### config.mk
export PLATFORM = sky130hd
export DESIGN_NAME = contactor_sequencer
export DESIGN_NICKNAME = d
export VERILOG_FILES = /design/src/rtl/contactor_sequencer.sv
export SDC_FILE = /design/constraint.sdc
export NUM_CORES = 1
export LEC_CHECK = 0
export CORE_UTILIZATION = 55
export CTS_BUF_LIST = sky130_fd_sc_hd__clkbuf_4
export CTS_CLUSTER_DIAMETER = 80
export DETAILED_ROUTE_END_ITERATION = 6
export HOLD_SLACK_MARGIN = 0.02
export PLACE_DENSITY = 0.83
export SLEW_MARGIN = 20
export SYNTH_ARGS = -nofsm -noshare
export SYNTH_HDL_FRONTEND = slang
export SYNTH_SLANG_ARGS = --single-unit
### constraint.sdc
create_clock -name clk -period 4.2 [get_ports clk]
set_clock_uncertainty 0.05 [all_clocks]
set_input_delay 0.42 -clock clk [delete_from_list [all_inputs] [get_ports clk]]
set_output_delay 0.42 -clock clk [all_outputs]
set_load 0.01 [all_outputs]
### src/rtl/contactor_sequencer.sv
// Contactor sequencer: synchronises SPI-domain requests into clk and actuates one
// contactor coil at a time, confirming router feedback and enforcing a settle gap.
module contactor_sequencer #(
  parameter int N_CONTACTORS   = 21,
  parameter int TIMEOUT_CYCLES = 50000,
  parameter int SETTLE_CYCLES  = 1000,
  parameter int SYNC_STAGES    = 2
) (
  input  logic                      clk,
  input  logic                      rst_n,
  input  logic [N_CONTACTORS-1:0]   spi_requests,
  input  logic [2*N_CONTACTORS-1:0] router_feedback,
  input  logic                      clear_errors,
  input  logic                      force_open,
  output logic [N_CONTACTORS-1:0]   contactor_drive,
  output logic [N_CONTACTORS-1:0]   contactor_status,
  output logic                      feedback_timeout_error,
  output logic                      invalid_request,
  output logic [N_CONTACTORS-1:0]   fault_mask,
  output logic                      busy
);

  localparam int MAX_CNT = (TIMEOUT_CYCLES > SETTLE_CYCLES) ? TIMEOUT_CYCLES : SETTLE_CYCLES;
  localparam int TW      = $clog2(MAX_CNT + 1);
  localparam int IW      = (N_CONTACTORS > 1) ? $clog2(N_CONTACTORS) : 1;

  typedef enum logic [1:0] {IDLE, WAIT_FB, SETTLE} state_e;

  state_e                  state_q, state_d;
  logic [N_CONTACTORS-1:0] sync_q [SYNC_STAGES];
  logic [N_CONTACTORS-1:0] req_s;
  logic [N_CONTACTORS-1:0] drive_q, drive_d, status_q, status_d, fault_q, fault_d;
  logic [N_CONTACTORS-1:0] fb_closed, fb_open, open_cand, close_cand;
  logic [TW-1:0]           timer_q, timer_d;
  logic [IW-1:0]           cur_idx_q, cur_idx_d, cand_idx;
  logic                    target_q, target_d, cand_found;
  logic                    timeout_err_q, timeout_err_d, invalid_q, invalid_d;

  always_ff @(posedge clk) begin
    if (!rst_n) begin
      for (int s = 0; s < SYNC_STAGES; s++) sync_q[s] <= '0;
    end else begin
      sync_q[0] <= spi_requests;
      for (int s = 1; s < SYNC_STAGES; s++) sync_q[s] <= sync_q[s-1];
    end
  end

  assign req_s = sync_q[SYNC_STAGES-1];

  always_comb begin
    for (int i = 0; i < N_CONTACTORS; i++) begin
      fb_closed[i] = (router_feedback[2*i +: 2] == 2'b10);
      fb_open[i]   = (router_feedback[2*i +: 2] == 2'b01);
    end
  end

  // Opens beat closes; scanning downward lets the lowest index win each class.
  always_comb begin
    open_cand  = drive_q & ~req_s & ~fault_q;
    close_cand = ~drive_q & req_s & ~fault_q;
    cand_found = (|open_cand) || (|close_cand);
    cand_idx   = '0;
    for (int i = N_CONTACTORS-1; i >= 0; i--)
      if (close_cand[i]) cand_idx = IW'(i);
    if (|open_cand) begin
      for (int i = N_CONTACTORS-1; i >= 0; i--)
        if (open_cand[i]) cand_idx = IW'(i);
    end
  end

  always_comb begin
    // NOTE: every output of this block is defaulted first so no path infers a latch.
    state_d       = state_q;
    drive_d       = drive_q;
    timer_d       = timer_q;
    cur_idx_d     = cur_idx_q;
    target_d      = target_q;
    status_d      = drive_q & fb_closed;
    fault_d       = clear_errors ? '0 : fault_q;
    timeout_err_d = timeout_err_q & ~clear_errors;
    invalid_d     = (invalid_q & ~clear_errors) | (|(req_s & fault_q));

    if (force_open) begin
      drive_d = '0;
      state_d = IDLE;
      timer_d = '0;
    end else begin
      unique case (state_q)
        IDLE: begin
          if (cand_found) begin
            drive_d[cand_idx] = ~drive_q[cand_idx];
            target_d          = ~drive_q[cand_idx];
            cur_idx_d         = cand_idx;
            timer_d           = '0;
            state_d           = WAIT_FB;
          end
        end
        WAIT_FB: begin
          timer_d = timer_q + TW'(1);
          if (target_q ? fb_closed[cur_idx_q] : fb_open[cur_idx_q]) begin
            state_d = SETTLE;
            timer_d = '0;
          end else if (timer_q == TW'(TIMEOUT_CYCLES-1)) begin
            drive_d[cur_idx_q] = 1'b0;
            fault_d[cur_idx_q] = 1'b1;
            timeout_err_d      = 1'b1;
            state_d            = SETTLE;
            timer_d            = '0;
          end
        end
        SETTLE: begin
          if (timer_q == TW'(SETTLE_CYCLES-1)) begin
            state_d = IDLE;
            timer_d = '0;
          end else begin
            timer_d = timer_q + TW'(1);
          end
        end
        default: state_d = IDLE;
      endcase
    end
  end

  // NOTE: state registers use non-blocking assignment so every flop samples pre-edge values.
  always_ff @(posedge clk) begin
    if (!rst_n) begin
      state_q       <= IDLE;
      drive_q       <= '0;
      status_q      <= '0;
      fault_q       <= '0;
      timer_q       <= '0;
      cur_idx_q     <= '0;
      target_q      <= 1'b0;
      timeout_err_q <= 1'b0;
      invalid_q     <= 1'b0;
    end else begin
      state_q       <= state_d;
      drive_q       <= drive_d;
      status_q      <= status_d;
      fault_q       <= fault_d;
      timer_q       <= timer_d;
      cur_idx_q     <= cur_idx_d;
      target_q      <= target_d;
      timeout_err_q <= timeout_err_d;
      invalid_q     <= invalid_d;
    end
  end

  assign contactor_drive        = drive_q;
  assign contactor_status       = status_q;
  assign fault_mask             = fault_q;
  assign feedback_timeout_error = timeout_err_q;
  assign invalid_request        = invalid_q;
  assign busy                   = (state_q != IDLE);

endmodule
* Word-level counts from Yosys, hierarchy flattened
Memories as Yosys holds them, arrays and structs flattened. Cells that the tools add are included.
Operators by class: reduce and logical (&&, ||, !) cells 15, muxes and demuxes 82, $lt $le $gt $ge 4, equal/unequal tests 51, $add $sub $neg 1, bitwise operators 21
Operators by type and width (count):
- $mux W5 | 43
- $mux W21 | 10
- $and A21 B21 Y21 | 7
- $not A21 Y21 | 4
- $mux W16 | 4
- $reduce_or A21 Y1 | 3
- $pmux W16 S3 | 1
- $eq A2 B1 Y1 const B | 22
- $eq A2 B2 Y1 const B | 22
- $pmux W21 S2 | 1
- $bwmux W21 | 1
- $or A21 B21 Y21 | 1
- $add A16 B1 Y16 const B | 1
- $eq A16 B10 Y1 const B | 1
- $eq A16 B16 Y1 const B | 1
- $bmux W1 S5 | 3
- $lt A5 B6 Y1 const B | 2
- $mux W1 | 12
- $demux W1 S5 | 2
- $ge A5 B1 Y1 const B | 2
- $mux W2 | 4
- $ne A2 B2 Y1 const B | 4
- $pmux W2 S3 | 1
- $reduce_and A3 Y1 | 2
- other kinds (12) | 20
Word-level totals: output and inout bits 66, input bits 67, memories 1, logic and storage cells 184, RAM bits 42, flip-flop bits (word level) 89
Memories:
- sync_q | words 2, bits a word 21, read ports 2, clocked after Yosys merged registers in 0, wr ports 2, line 30 | logic [N_CONTACTORS-1:0] sync_q [SYNC_STAGES];

* Longest topological paths before layout
Gate-level depths: netlist of run 1.
depth in word-level cells 53, gate-level depth with buffers 13, mapped depth without buffers 10

* Least setup slack after synthesis of run 1
No wires, ideal clock.
kind register -> register, start point register drive_q[3] (netlist: contactor_drive[3]), end point register drive_q[18] (netlist: contactor_drive[18]), path buffers 1, arrival 3.036 ns, setup slack 0.975 ns, required time 4.011 ns, library setup time 0.139 ns, cell stages (with the launch flop) 12, cell sequence dfxtp_1 nor3b_1 or4_4 nand4bb_4 o211a_1 o21a_4 nor3_4 mux2_1 o31a_1 buf_4 nor4b_2 a2111oi_1
On the way: longest elaborated chain between the ends 36, elaborated cells on any way between the ends 47, classes of those cells 2 x order compare; 1 x eq/ne; 33 x mux; 6 x bitwise; 5 x reduce/logical
RTL lines:
- start: declaration | line 32 | logic [N_CONTACTORS-1:0] drive_q, drive_d, status_q, status_d, fault_q, fault_d;
- start signal: assignment | line 138 | drive_q <= drive_d;
- $not A21 Y21 | line 60 | close_cand = ~drive_q & req_s & ~fault_q;
- $and A21 B21 Y21 (2 in a row) | line 60
- $mux W5 (4 in a row) | line 64 | if (close_cand[i]) cand_idx = IW'(i);
- $mux W5 (21 in a row) | line 67 | if (open_cand[i]) cand_idx = IW'(i);
- $mux W5 | line 65 | if (|open_cand) begin
- $lt A5 B6 Y1 (not written as such) or $ge A5 B1 Y1 (tied branches) | line 91 | drive_d[cand_idx] = ~drive_q[cand_idx];
- $logic_and A1 B1 Y1 (not written as such) | line 91
- $mux W1 (not written as such) | line 91
- $demux W1 S5 | line 91
- $bwmux W21 | line 91
- $mux W21 | line 90 | if (cand_found) begin
- $pmux W21 S2 | line 88 | unique case (state_q)
Several ways; a longest one is shown, not always the timed one. The select of a mux whose other input is x is not followed. A chain may end at the register's enable or synchronous reset.

* Worst setup path in the final report of run 1
start point register cur_idx_q[1], end point register drive_q[12] (netlist: contactor_drive[12])
On the way: longest elaborated chain between the ends 9, elaborated cells on any way between the ends 17, classes of those cells 2 x order compare; 1 x eq/ne; 10 x mux; 2 x bitwise; 2 x reduce/logical
RTL lines:
- start: declaration | line 35 | logic [IW-1:0] cur_idx_q, cur_idx_d, cand_idx;
- start signal: assignment | line 142 | cur_idx_q <= cur_idx_d;
- $lt A5 B6 Y1 (not written as such) or $ge A5 B1 Y1 (tied branches) | line 104 | drive_d[cur_idx_q] = 1'b0;
- $logic_and A1 B1 Y1 (not written as such) | line 104
- $mux W1 (not written as such) | line 104
- $demux W1 S5 | line 104
- $not A21 Y21 (no source line)
- $and A21 B21 Y21 (no source line)
- $mux W21 | line 103 | end else if (timer_q == TW'(TIMEOUT_CYCLES-1)) begin
- $mux W21 | line 100 | if (target_q ? fb_closed[cur_idx_q] : fb_open[cur_idx_q]) begin
- $pmux W21 S2 | line 88
Several ways; a longest one is shown, not always the timed one. The select of a mux whose other input is x is not followed.

==> results.cfg, run 1 <==
[detailed_routing]
first_iter_violations = 835
vias = 7579
drc = 4
wl_um = 25000
ant_nets = 0
drt_pass1_iterations = 7
viasPerCell = 6.34
routedWlPerCell_um = 20.9

[cts]
root_buffer = clkbuf_4
cts.sinks = 131
cts_max_level = 4
postCtsSetupRepairBufs = 0
numCtsBuffers = 17
clk_pin_slew_worst_paths_ns = 0.12
cts-resized-gates = 0
cts_tree = done
postCtsHoldBufs = 0
cts.path.max_buffers = 2
worstSkewPairLatency_ns = 0.56

[die]
die_area_sq_um = 13500
rows = 41
die_x_um = 116
chipHeight_um = 116
coreArea_sq_um = 12700
ios = 133
initial_core_util = 0.567

[worst_setup_path]
critPathLaunchType = flop
cp.required_ns = 4.65
critPathMaxFanout = 22
path_class = flop to flop
worst_setup_path_end_kind = flop
cp_data_arrival_time_ns = 4.38

[synthesis]
synthCells = 863
syn_area_sq_um = 7180
synth_flop_cell = dfxtp_1
synth_seq_cells = 131
syn_area_per_cell_sq_um = 8.32
synthArstFlopShare = 0
synthesis.nets = 935
yosysWarningCount = 0
synth_edf_count = 0
yosysUniqueCellTypes = 94
ys_seq_area_frac = 0.365

[global_routing]
grt_pass1_wl_um = 37700
grt_overflow = 0
grt_most_used_layer = met2
grtUsageTotal = 0.378
grt_antenna_before_repair = 1
grt_max_degree = 49
use_met3 = 0.112
grt_use_met1 = 0.479
grt_use_met2 = 0.566
grt_pass1_vias = 6903

[status]
violations = design-rule violations
status = finished with violations

[timing]
min_period_ns = 3.92
setup_tns_ns = 0
max_slew.worst_pin.slew_ns = 1.25
hold_violations = 0
max_freq_mhz = 255
slew_headroom = 0.162
finalSetupViolCount = 0
slew_violations = 0
finalCritPeriodShare = 0.934
rsz0062_at_grt = no

[placement]
routabilityCongestion = 1.00
dp_hpwl_um = 18700
portBuffers = 132

[final_layout]
drive_gt1_frac = 0.108
final-seq-area_sq_um = 2620
final_nets = 1081
multi_input_area_sq_um = 4310
nFillCells = 999
areaGrowthSynthToFinish_pct = 27.5
fin_util = 0.723

[worst_hold_path]
hp-class = primary input to flop

[power]
ir_worst_vdd_mv = 0.362
p_per_area_nw_per_um2 = 442
leakage_nw = 3.31

[run]
maxCapViolCount = 0
-- cell type report --
class	count	area share
Sequential cell	131	0.286
Inverter	17	0.00697
Clock inverter	15	0.0208
Multi-Input combinational cell	668	0.470
Clock buffer	17	0.0139
Antenna cell	1	0.000273
Timing Repair Buffer	174	0.178
Tap cell	172	0.0235
-- per-stage QoR --
step / hold WS [ns] / instance area (sq um) / total power, mW / cells / setup WS (ns)
finish: 0.223 / 9160 / 4.04 / 1195 / 0.276
global route: 0.185 / 9160 / 4.24 / 1195 / 0.0870
CTS: 0.168 / 9160 / 4.01 / 1194 / 0.411
detailed placement: 0.367 / 8840 / 3.06 / 1162 / 0.280
global placement: 0.363 / 8840 / 3.05 / 1162 / 0.383
floorplan: 0.362 / 7180 / 2.54 / 863 / 0.975
-- routing by layer --
metal / part of all wire / routed length [um]
met1: 0.41 / 10200
met2: 0.44 / 10900
met3: 0.11 / 2730
met4: 0.046 / 1140
met5: 0 / 0
-- worst max-delay path, stage by stage (launching register included) --
cell and delay (ns):
dfxtp_1 0.88, buf_4 0.26, o311a_1 0.18, o32ai_1 0.11, a2111oi_0 0.52, o221ai_1 0.25
a21o_1 0.42, buf_4 0.23, nor3b_4 0.40, a31oi_1 0.15, a211o_1 0.28, a31oi_1 0.13
-- synth_stat cells (19+ instances only) --
library cell | instances | area, sq um
nor3_1 | 22 | 110
nand3_1 | 27 | 135
dfxtp_1 | 131 | 2620
nor3b_1 | 46 | 345
nand2_1 | 62 | 233
o21ai_0 | 21 | 105
a21oi_1 | 52 | 260
nor2_1 | 96 | 360
and2_1 | 47 | 294
nand2b_1 | 19 | 119
clkbuf_1 | 35 | 131
-- registers in the layout (all words and copies together) (netlist names) --
signal,count
contactor_drive,21
sync_q,42
cur_idx_q,5
contactor_status,21
state_q,2
target_q,1
feedback_timeout_error,1
timer_q,16
fault_mask,21
invalid_request,1
-- cell usage in the layout (no fill, tap or decap), types with 5 or more instances in the layout --
| cell | Yosys | routed |
|---|---|---|
| dfxtp_1 | 131 | 131 |
| o21ai_1 | 6 | 6 |
| nor2b_1 | 17 | 17 |
| o31a_1 | 8 | 8 |
| o21ai_0 | 21 | 21 |
| ha_1 | 5 | 5 |
| and2_1 | 47 | 47 |
| a311oi_1 | 5 | 5 |
| nor3_1 | 22 | 22 |
| buf_4 | 1 | 42 |
| or3b_1 | 6 | 6 |
| mux2i_1 | 7 | 7 |
| a221oi_1 | 7 | 7 |
| a211oi_1 | 10 | 10 |
| nor2_1 | 96 | 96 |
| and3_1 | 12 | 12 |
| nor3b_1 | 46 | 45 |
| xor2_1 | 9 | 9 |
| clkbuf_4 | 0 | 17 |
| inv_1 | 17 | 17 |
| nand3_1 | 27 | 27 |
| a32oi_1 | 7 | 7 |
| a21oi_1 | 52 | 52 |
| a31oi_1 | 11 | 11 |
| o311a_1 | 6 | 6 |
| nand3b_1 | 5 | 5 |
| and4b_1 | 6 | 6 |
| nand4_1 | 12 | 12 |
| nand2_1 | 62 | 62 |
| o221ai_1 | 5 | 5 |
| clkdlybuf4s50_1 | 0 | 131 |
| nor4_1 | 17 | 17 |
| nand2b_1 | 19 | 19 |
| or3b_2 | 7 | 7 |
| o211ai_1 | 8 | 8 |
| a22oi_1 | 7 | 7 |
| o31ai_1 | 6 | 6 |
-- where the power goes --
group	switching, mW	internal (mW)	leakage (nW)
Clock	0.487	0.465	0.158
Sequential	0.0871	1.29	1.07
Combinational	1.05	0.668	2.08
-- cells by family after synthesis --
kind of cell    after synthesis  synth area share
fa+ha+maj                     5           0.00871
simple gates                428             0.342
buf+inv                      64            0.0361
compound gates              214             0.218
mux                          10            0.0160
xor+xnor                     11            0.0134
flops                       131             0.365
-- path summary, 6_finish.rpt --
check                                   from  slack [ns]             endpoint  cells past startpoint
worst max-delay path            cur_idx_q[1]        0.28  contactor_drive[12]                     11
worst min-delay path                   rst_n        0.22  contactor_status[4]                      3
worst max register to register  cur_idx_q[1]        0.28  contactor_drive[12]                     11
worst min register to register  sync_q[0][9]        0.39        sync_q[0][30]                      1
(Power assumes the default switching activity.)
==> run 2, diff against run 1 <==
CORE_ASPECT_RATIO = 1.4   (was not set)
==> results.cfg, run 2 (synthesized netlist as in run 1, its figures left out) <==
[global_routing]
grt_pass1_wl_um = 38700
grt_antenna_before_repair = 1
grt_max_degree = 64
grt_pass1_vias = 7210
grtUsageTotal = 0.381
grt_overflow = 0

[die]
die_area_sq_um = 13500
ios = 133
initial_core_util = 0.560
chipHeight_um = 137
coreArea_sq_um = 12800
rows = 49
die_x_um = 98.6

[detailed_routing]
routedWlPerCell_um = 21.3
first_iter_violations = 717
viasPerCell = 6.50
wl_um = 25200
ant_nets = 0
drc = 0
vias = 7673
drt_pass1_iterations = 5

[worst_setup_path]
cp_data_arrival_time_ns = 4.31
path_class = flop to flop
cp.required_ns = 4.61
crit_chain = or3b_1 -> or4b_4 -> nand4bb_4 -> nor4_2 -> and2_1 -> a21o_1 -> buf_4 -> o21ai_0 -> a211o_1 -> a31oi_1
worst_setup_path_end_kind = flop
cp_top_family = simple AND/OR/NAND/NOR gates
path_buf_inv = 1
critPathMaxFanout = 16
critPathLaunchType = flop
cpPeakStageDelay_ns = 0.58
crit_slowest_cell = nor4_2

[cts]
cts-resized-gates = 0
postCtsHoldBufs = 0
root_buffer = clkbuf_4
cts.sinks = 131
cts.path.max_buffers = 2
postCtsSetupRepairBufs = 0
cts_max_level = 4
numCtsBuffers = 17
cts_tree = done
clk_pin_slew_worst_paths_ns = 0.13
worstSkewPairLatency_ns = 0.56

[placement]
dp_cells = 1148
portBuffers = 132
routabilityCongestion = 1.05
dp_hpwl_um = 19000

[power]
p_per_area_nw_per_um2 = 434
p_int_mw = 2.26
p_switching_mw = 1.70
seqPwrFrac = 0.347
p_clk_frac = 0.211
comb_power_share = 0.442
leakage_nw = 3.31
total_power_mw = 3.96
ir_worst_vdd_mv = 0.295
switching_share = 0.428

[final_layout]
largest_reg_flops = 42
layout_common_cells = dfxtp_1 (131), clkdlybuf4s50_1 (131), nor2_1 (96)
stdcell_count = 1181
top_register = sync_q
final-seq-area_sq_um = 2620
areaGrowthSynthToFinish_pct = 27.0
final_nets = 1086
multi_input_area_sq_um = 4310
drive_gt1_frac = 0.112
nFillCells = 1045

[timing]
slew_headroom = 0.379
whs_ns = 0.372
setup_tns_ns = 0
hold_violations = 0
max_slew.worst_pin.slew_ns = 0.929
max_freq_mhz = 256
finalSetupViolCount = 0
slew_violations = 0
finalCritPeriodShare = 0.929
rsz0062_at_grt = no
min_period_ns = 3.90

[worst_hold_path]
hp-class = primary input to flop

[run]
maxCapViolCount = 0

[status]
status = finished, final reports clean
==> run 2: cell type report <==
| class | count | area share |
|---|---|---|
| antenna | 1 | 0.000274 |
| sequential | 131 | 0.287 |
| clock buffer | 18 | 0.0148 |
| multi-input combinational | 668 | 0.472 |
| timing repair buffer | 179 | 0.183 |
| clock inverter | 14 | 0.0140 |
| tap | 153 | 0.0210 |
| inverter | 17 | 0.00699 |
==> run 2: per-layer routing <==
metal | up-vias | global-route usage | part of all wire
li1 | 3517 | - | -
met1 | 3504 | 0.426 | 0.37
met2 | 514 | 0.634 | 0.46
met3 | 138 | 0.0736 | 0.091
met4 | 0 | 0.309 | 0.078
met5 | - | 0 | 0
==> run 2: stage by stage <==
stage | utilization | setup slack [ns] | instance area, sq um
floorplan | - | 0.975 | 7180
detailed placement | 0.691 | 0.469 | 8850
CTS | 0.711 | 0.472 | 9110
finish | 0.712 | 0.298 | 9120
global route | 0.712 | 0.123 | 9120
global placement | 0.691 | 0.531 | 8850
==> run 2: power groups by stage <==
stage          combinational [mW]  sequential, mW  clock (mW)
2_1_floorplan                1.18            1.36           0
3_3_place_gp                 1.67            1.39           0
3_5_place_dp                 1.68            1.40           0
4_1_cts                      1.69            1.37       0.841
5_1_grt                      1.85            1.38       0.890
6_report                     1.75            1.37       0.836
==> run 2: worst paths after layout <==
path,cells past startpoint,from,to,slack [ns]
min reg2reg,1,sync_q[0][3],sync_q[0][24],0.39
min,2,spi_requests[16],sync_q[0][16],0.37
max,10,contactor_drive[6],contactor_drive[12],0.30
max reg2reg,10,contactor_drive[6],contactor_drive[12],0.30
